`src/rtl/cpu_pkg.sv`:
```
//==============================================================================
// Package  : cpu_pkg
// Desc     : Shared core widths, register/word types and the x0 constant.
// Revision : 1.0
//==============================================================================
`default_nettype none

package cpu_pkg;

    localparam int XLEN = 32;
    localparam int AW   = 5;

    typedef logic [AW-1:0]   reg_addr_t;
    typedef logic [XLEN-1:0] word_t;

    localparam reg_addr_t X0 = '0;

endpackage : cpu_pkg

`default_nettype wire

```
`src/rtl/wb_scoreboard.sv`:
```
//==============================================================================
// Module   : wb_scoreboard
// Desc     : Busy bits for registers awaiting a long-latency writeback.
// Revision : 1.0
//==============================================================================
`default_nettype none

module wb_scoreboard
    import cpu_pkg::*;
#(
    parameter int AW = cpu_pkg::AW
) (
    input  logic              clk,
    input  logic              rst,
    input  logic              issue_valid,
    input  logic [AW-1:0]     issue_rd,
    output logic              issue_ready,
    input  logic              clr_valid,
    input  logic [AW-1:0]     clr_addr,
    output logic [2**AW-1:0]  busy
);

    localparam int c_NREG = 2**AW;

    logic [c_NREG-1:0] r_busy;
    logic [c_NREG-1:0] w_busy_nxt;
    logic              w_issue_fire;

    assign issue_ready  = !rst && ((issue_rd == AW'(X0)) || !r_busy[issue_rd]);
    assign w_issue_fire = issue_valid && issue_ready && (issue_rd != AW'(X0));
    assign busy         = r_busy;

    // A set on the same index as a clear takes precedence.
    for (genvar i = 0; i < c_NREG; i++) begin : g_bit
        if (i == 0) begin : g_x0
            assign w_busy_nxt[i] = 1'b0;
        end else begin : g_reg
            assign w_busy_nxt[i] = (w_issue_fire && (issue_rd == AW'(i))) ||
                                   (r_busy[i] && !(clr_valid && (clr_addr == AW'(i))));
        end
    end

    always_ff @(posedge clk) begin
        if (rst) begin
            r_busy <= '0;
        end else begin
            r_busy <= w_busy_nxt;
        end
    end

endmodule : wb_scoreboard

`default_nettype wire

```
`src/rtl/regfile_wb_arbiter.sv`:
```
//==============================================================================
// Module   : regfile_wb_arbiter
// Desc     : Arbitrates two writeback sources onto the single RF write port.
// Revision : 1.0
//==============================================================================
`default_nettype none

module regfile_wb_arbiter
    import cpu_pkg::*;
#(
    parameter int XLEN         = cpu_pkg::XLEN,
    parameter int AW           = cpu_pkg::AW,
    parameter int STARVE_LIMIT = 3
) (
    input  logic              clk,
    input  logic              rst,
    input  logic              req0_valid,
    output logic              req0_ready,
    input  logic [AW-1:0]     req0_addr,
    input  logic [XLEN-1:0]   req0_data,
    input  logic              req1_valid,
    output logic              req1_ready,
    input  logic [AW-1:0]     req1_addr,
    input  logic [XLEN-1:0]   req1_data,
    input  logic              issue_valid,
    input  logic [AW-1:0]     issue_rd,
    output logic              issue_ready,
    output logic [2**AW-1:0]  busy,
    output logic              rf_we,
    output logic [AW-1:0]     rf_wa,
    output logic [XLEN-1:0]   rf_wd
);

    localparam int             c_SW    = $clog2(STARVE_LIMIT + 1);
    localparam logic [c_SW-1:0] c_LIMIT = c_SW'(STARVE_LIMIT);

    logic [c_SW-1:0] r_starve;
    logic            w_grant0;
    logic            w_grant1;
    logic [AW-1:0]   w_addr;
    logic [XLEN-1:0] w_data;
    logic            w_write;

    // req1 only wins a contested cycle once it has lost STARVE_LIMIT in a row.
    assign w_grant1 = !rst && req1_valid && (!req0_valid || (r_starve == c_LIMIT));
    assign w_grant0 = !rst && req0_valid && !w_grant1;

    assign req0_ready = w_grant0;
    assign req1_ready = w_grant1;

    assign w_addr  = w_grant1 ? req1_addr : req0_addr;
    assign w_data  = w_grant1 ? req1_data : req0_data;
    assign w_write = (w_grant0 || w_grant1) && (w_addr != AW'(X0));

    always_ff @(posedge clk) begin
        if (rst) begin
            r_starve <= '0;
        end else if (w_grant1) begin
            r_starve <= '0;
        end else if (req1_valid && (r_starve != c_LIMIT)) begin
            r_starve <= r_starve + 1'b1;
        end
    end

    // x0 writes are accepted to drain the requester but never reach the RF.
    always_ff @(posedge clk) begin
        if (rst) begin
            rf_we <= 1'b0;
            rf_wa <= '0;
            rf_wd <= '0;
        end else if (w_write) begin
            rf_we <= 1'b1;
            rf_wa <= w_addr;
            rf_wd <= w_data;
        end else begin
            rf_we <= 1'b0;
        end
    end

    wb_scoreboard #(
        .AW (AW)
    ) u_scoreboard (
        .clk         (clk),
        .rst         (rst),
        .issue_valid (issue_valid),
        .issue_rd    (issue_rd),
        .issue_ready (issue_ready),
        .clr_valid   (w_grant1),
        .clr_addr    (req1_addr),
        .busy        (busy)
    );

endmodule : regfile_wb_arbiter

`default_nettype wire
```
`config.mk`:
```
export PLATFORM = sky130hd
export DESIGN_NAME = regfile_wb_arbiter
export DESIGN_NICKNAME = d
export VERILOG_FILES = /design/src/rtl/cpu_pkg.sv /design/src/rtl/wb_scoreboard.sv /design/src/rtl/regfile_wb_arbiter.sv
export SDC_FILE = /design/constraint.sdc
export NUM_CORES = 1
export LEC_CHECK = 0
export ABC_AREA = 1
export CAP_MARGIN = 20
export CORE_ASPECT_RATIO = 0.6
export CORE_MARGIN = 4
export CORE_UTILIZATION = 39
export DETAILED_ROUTE_END_ITERATION = 16
export PLACE_DENSITY = 0.77
export SYNTH_ARGS = -nofsm -noshare
export SYNTH_HDL_FRONTEND = slang
export SYNTH_SLANG_ARGS = --single-unit
export TNS_END_PERCENT = 50
```
`constraint.sdc`:
```
create_clock -name clk -period 1.6 [get_ports clk]
set_input_delay 0.32 -clock clk [delete_from_list [all_inputs] [get_ports clk]]
set_output_delay 0.32 -clock clk [all_outputs]
set_load 0.05 [all_outputs]
```
**Yosys cells after proc, flatten, opt, wreduce, memory -nomap -nowiden**

Index checks and enable logic that the tools add are counted.

- Register bits: 72
- Logic and storage cells: 252
- Bits of input ports: 84
- Output and inout bits: 73

- $add $sub $neg: 1
- Reduce and logical (&&, ||, !) cells: 175
- Multiplexer cells: 5
- Magnitude comparators: 1
- Equal/unequal tests: 64

Operators with widths:

| operator | count |
|---|---|
| equality test 5 bit, second input constant | 32 |
| logical AND 1 bit | 102 |
| equality test 5 x 4 -> 1 bit, second input constant | 16 |
| equality test 5 x 3 -> 1 bit, second input constant | 8 |
| logical NOT 1 bit | 35 |
| logical OR 1 bit | 34 |
| 2-to-1 mux 32 bit | 1 |
| equality test 5 x 2 -> 1 bit, second input constant | 4 |
| equality test 5 x 1 -> 1 bit, second input constant | 2 |
| nonzero test 5 bit | 2 |
| < comparator 5 x 6 -> 1 bit, second input constant | 1 |
| binary-select mux 1 bit (select 5 bit) | 1 |
| logical NOT 5 bit | 1 |
| 2-to-1 mux 5 bit | 1 |
| adder 2 x 1 -> 2 bit, second input constant | 1 |
| equality test 2 bit, second input constant | 1 |
| 2-to-1 mux 1 bit | 2 |
| inequality test 2 bit, second input constant | 1 |
| OR reduction 2 bit | 1 |

**Depth between registers and ports, before layout**

Gate-level depths: netlist of run 1.

- Word-level depth: 9
- Gate-level depth with buffers: 14
- Gate-level depth less buffers: 12

**By module**

From an unflattened synthesis of run 1, not the netlist that was laid out.

- Cell total of the unflattened synthesis: 702
- Area total of the unflattened synthesis: 4,349.2 um^2

By module, submodules not included:

| module | seq. area each (um^2) | cells each | area an instance (um^2) | instances |
|---|---|---|---|---|
| regfile_wb_arbiter | 800.8 | 374 | 2,377.3 | 1 |
| wb_scoreboard | 620.6 | 328 | 1,971.9 | 1 |

**Worst setup path after synthesis of run 1**

OpenSTA, ideal clock, no wires.

- Kind: register to output
- Start: register r_starve[0]
- End: output port req0_ready
- Stages on the path, launching flop included: 9
- Setup slack: -0.976 ns
- Data required time: 1.280 ns
- Buffers on the path: 2
- Arrival: 2.256 ns
- Cells stage by stage: dfxtp_1 -> ha_1 -> inv_1 -> nand2_1 -> nand3_2 -> inv_1 -> buf_2 -> buf_2 -> nor3_1

- Cells in the longest elaborated chain, start to end: 5

Ends and longest elaborated chain:

| what | line | RTL |
|---|---|---|
| start, declared | regfile_wb_arbiter.sv:37 | `logic [c_SW-1:0] r_starve;` |
| start signal, assigned | regfile_wb_arbiter.sv:61 | `r_starve <= r_starve + 1'b1;` |
| equality test 2 bit | regfile_wb_arbiter.sv:45 | `assign w_grant1 = !rst && req1_valid && (!req0_valid \|\| (r_starve == c_LIMIT));` |
| logical OR 1 bit | regfile_wb_arbiter.sv:45 |  |
| logical AND 1 bit | regfile_wb_arbiter.sv:45 |  |
| net req1_ready | regfile_wb_arbiter.sv:22 | `output logic req1_ready,` |
| logical NOT 1 bit | regfile_wb_arbiter.sv:46 | `assign w_grant0 = !rst && req0_valid && !w_grant1;` |
| logical AND 1 bit | regfile_wb_arbiter.sv:46 |  |
| end, declared | regfile_wb_arbiter.sv:18 | `output logic req0_ready,` |

The timed path passes the listed nets, and every way through them passes these cells.

**Worst setup path after layout of run 1**

- Start: register r_starve[1]
- End: register rf_wd[3]

- Cells in the longest elaborated chain, start to end: 7
- Elaborated cells between the ends (all ways): 10
- Those cells by class: eq/ne: 1; mux: 2; reduce/logical: 7

Ends and longest elaborated chain:

| what | line | RTL |
|---|---|---|
| equality test 2 bit (*) | regfile_wb_arbiter.sv:45 |  |
| logical OR 1 bit (*) | regfile_wb_arbiter.sv:45 |  |
| logical AND 1 bit (*) | regfile_wb_arbiter.sv:45 |  |
| branches (longest 4 deep; another with 2-to-1 mux 5 bit) | -- |  |
| end signal, assigned | regfile_wb_arbiter.sv:74 | `rf_wd <= w_data;` |
| end, declared | regfile_wb_arbiter.sv:31 | `output logic [XLEN-1:0] rf_wd` |

Mark *: on every way between the ends.
A chain may end at the register's enable or synchronous reset.

==> key figures, run 1 <==
Power
  • Peak supply drop: 633 µV
  • Leakage: 3.07 nW
  • Pwr/cell area: 800 nW/µm²

Critical path
  • Crit Path Max Fanout: 6
  • Critical path launch point type: register
  • Data arrival time of the critical path: 2280 ps
  • Crit path kind: register to register
  • Worst path required time: 1870 ps
  • R2R depth: 14
  • Endpoint class of the critical path: register

Hold path
  • Worst hold path depth: 2
  • Type of the tightest min-delay check: register to register

Layout
  • Layout Cells excl Fill: 934
  • Final Net Count: 884
  • Layout cells sized above 1: 0.412
  • Area grow syn2layout: 84.5%
  • Inserted Diodes: 0
  • Filler Cell Count: 711

Logic synthesis
  • Gate Count Post-Synth: 574
  • Post-synthesis net count: 659
  • Syn. warnings: 0
  • Sequential element share of the synthesized area: 0.380
  • Number of synthesized register bits: 71
  • Netlist Area Pre-Place: 3740 µm²
  • Syn avg cell area: 6.52 µm²
  • Netlist cell types: 28

Placed design
  • DP Cell Count: 890
  • IO buf count: 155
  • Dpl hpwl: 11.2 mm
  • GPL Wtd Cong: 0.967

STA
  • Slew HR: 0.624
  • Final Hold Viols: 0
  • Worst-margin pin slew: 564 ps
  • RSZ-0062 raised after global routing: true
  • Clk_skew: 5.86 ps
  • Setup TNS: -17480 ps
  • Final setup margin: -409 ps
  • Max Clk Rate: 498 MHz
  • Final worst-path cycle share: 1.26
  • Crit path time final: 2010 ps
  • Max Slew Vio Count: 0
  • Final setup viols: 72

Route
  • Avg WL per Cell: 17.4 µm
  • Routed Antenna Nets: 0
  • WL final: 16.2 mm
  • Via density: 5.26
  • Via count: 4915
  • First drt pass iteration count: 5
  • DRC Markers: 0
  • 1st-iter DRT viols: 407

CTS
  • Clock buffer depth: 2
  • CTS tree: built
  • H-tree lvl count: 3
  • CTS sink cnt: 71
  • Clock root buffer: clkbuf_16
  • Worst-path clk slew: 60 ps
  • Worst-Skew Late Latency: 330 ps
  • Num CTS Buffers: 9

Global routing
  • GR Overflow Total: 0
  • Vias in the first global route: 4550
  • Largest net degree at the start of global routing: 38
  • Antenna violations before repair: 0
  • GRT Total Usage: 0.269
  • First-pass GRT wire length: 24.0 mm

Floorplanning
  • Initial Util: 0.404
  • DIE WIDTH: 134 µm
  • Die Area: 11300 µm²
  • Die height: 83.9 µm
  • CORE AREA: 9260 µm²
  • # rows: 27
  • Top Ports: 157

Status
  • Violated checks: negative setup slack
  • Status: complete, but fails checks

Run
  • MaxCap Viol Count: 0
==> critical path, cell delays in order, from the launching register on <==
cell,delay (ps)
dfxtp_2,360
ha_4,150
inv_4,40
nand2_4,50
nand3_4,120
buf_6,170
nand2_4,60
o21ai_4,60
nor2_2,120
nand4_2,150
nand2_4,170
buf_6,160
clkbuf_16,150
o21ai_2,50
nor2_1,130
==> cell usage in the layout (no fill, tap or decap), types with 2 or more instances in the layout <==
cell type,n
a21oi_1,22
a21oi_2,9
buf_12,18
buf_16,2
buf_2,2
buf_4,129
buf_6,14
clkbuf_16,12
clkbuf_8,2
clkdlybuf4s50_1,79
clkinv_2,3
clkinvlp_4,2
dfxtp_1,38
dfxtp_2,32
dlygate4sd2_1,2
inv_1,16
inv_4,4
nand2_1,168
nand2_2,10
nand2_4,4
nand3_1,12
nand3_2,5
nand4_1,34
nor2_1,61
nor2_2,24
nor2_4,11
o21ai_0,18
o21ai_1,18
o21ai_2,35
o21ai_4,2
==> registers in the layout, indices dropped and copies added, names as in the netlist <==
| name | flops |
|---|---|
| u_scoreboard.busy | 31 |
| rf_we | 1 |
| rf_wa | 5 |
| rf_wd | 32 |
| r_starve | 2 |
==> synth_stat cells <==
master    number  area [µm²]
a211oi_1       1        7.51
a21oi_1       31         155
buf_1          5        18.8
buf_2         10        50.1
buf_4          2        15.0
buf_6         11         124
clkbuf_1      11        41.3
conb_1         1        3.75
dfxtp_1       71        1420
ha_1           1        12.5
inv_1         18        67.6
inv_2          2        7.51
inv_4          2        12.5
nand2_1      181         679
nand2_4        1        11.3
nand3_1       17        85.1
nand3_2        1        10.0
nand4_1       34         213
nand4_2        1        12.5
nor2_1        83         312
nor2_2        12        75.1
nor2_4         1        11.3
nor3_1         2        10.0
o21ai_0       69         345
o21ai_1        3        15.0
o21ai_2        1        8.76
or2_1          1        6.26
xor2_1         1        8.76
==> metrics by stage <==
step	util	hold WS (ps)	power [mW]	instance area, µm²	setup WS (ps)
floorplan	-	452	2.72	3830	-171
global placement	0.628	454	3.28	5810	-775
detailed placement	0.628	459	3.30	5810	-801
CTS	0.697	467	5.33	6450	-339
global route	0.746	491	5.71	6900	-531
finish	0.746	464	5.52	6900	-409
==> report_power, final <==
part | switching, mW | total (mW) | internal (mW) | leakage (nW)
clock | 0.788 | 1.92 | 1.13 | 0.142
sequential | 0.0792 | 1.95 | 1.87 | 0.598
combinational | 0.944 | 1.65 | 0.711 | 2.33
==> per-layer routing <==
layer / wire, µm / global-route usage
met3: 1570 / 0.0801
met4: 372 / 0.0943
met1: 6950 / 0.375
met2: 7350 / 0.393
met5: 0 / 0
==> final cells by class <==
type	count	area (µm²)	area share
multi-input cells	442	2370	0.344
flip-flops and latches	71	1470	0.212
repair buffers	251	2480	0.360
inverters	22	109	0.0158
well taps	130	163	0.0236
repair inverters	2	23.8	0.00344
clock inverters	5	31.3	0.00453
clock buffers	11	253	0.0366
==> cells by family after synthesis <==
kind of cell    synth area share
xor+xnor                 0.00234
flops                      0.380
other cells              0.00100
buf+inv                   0.0900
simple gates               0.381
compound gates             0.142
fa+ha+maj                0.00335
==> what timing repair did <==
item | in CTS | in global routing
pin swaps | 14 | 42
gates cloned | 5 | 4
endpoints found under the hold margin | 0 | 0
setup buffers | 14 | 8
hold buffers | 0 | 0
gates resized for setup | 71 | 124
endpoints found under the setup margin | 72 | 73
==> worst paths after layout <==
path	to	from	slack (ps)
setup / recovery	rf_wd[3]$_SDFFE_PP0P_	r_starve[1]$_SDFFE_PP0P_	-410
hold / removal	rf_wa[0]$_SDFFE_PP0P_	rf_wa[0]$_SDFFE_PP0P_	460
setup reg to reg	rf_wd[3]$_SDFFE_PP0P_	r_starve[1]$_SDFFE_PP0P_	-410
hold reg to reg	rf_wa[0]$_SDFFE_PP0P_	rf_wa[0]$_SDFFE_PP0P_	460
(Power assumes the default switching activity.)
==> inputs of run 2 (changes only) <==
--- a/config.mk
+++ b/config.mk
@@ -12,6 +12,7 @@
 export CORE_UTILIZATION = 39
 export DETAILED_ROUTE_END_ITERATION = 16
 export PLACE_DENSITY = 0.77
+export SLEW_MARGIN = 20
 export SYNTH_ARGS = -nofsm -noshare
 export SYNTH_HDL_FRONTEND = slang
 export SYNTH_SLANG_ARGS = --single-unit
==> results of run 2 <==
Same layout as run 1: the final DEF is identical, and so are final timing and power.
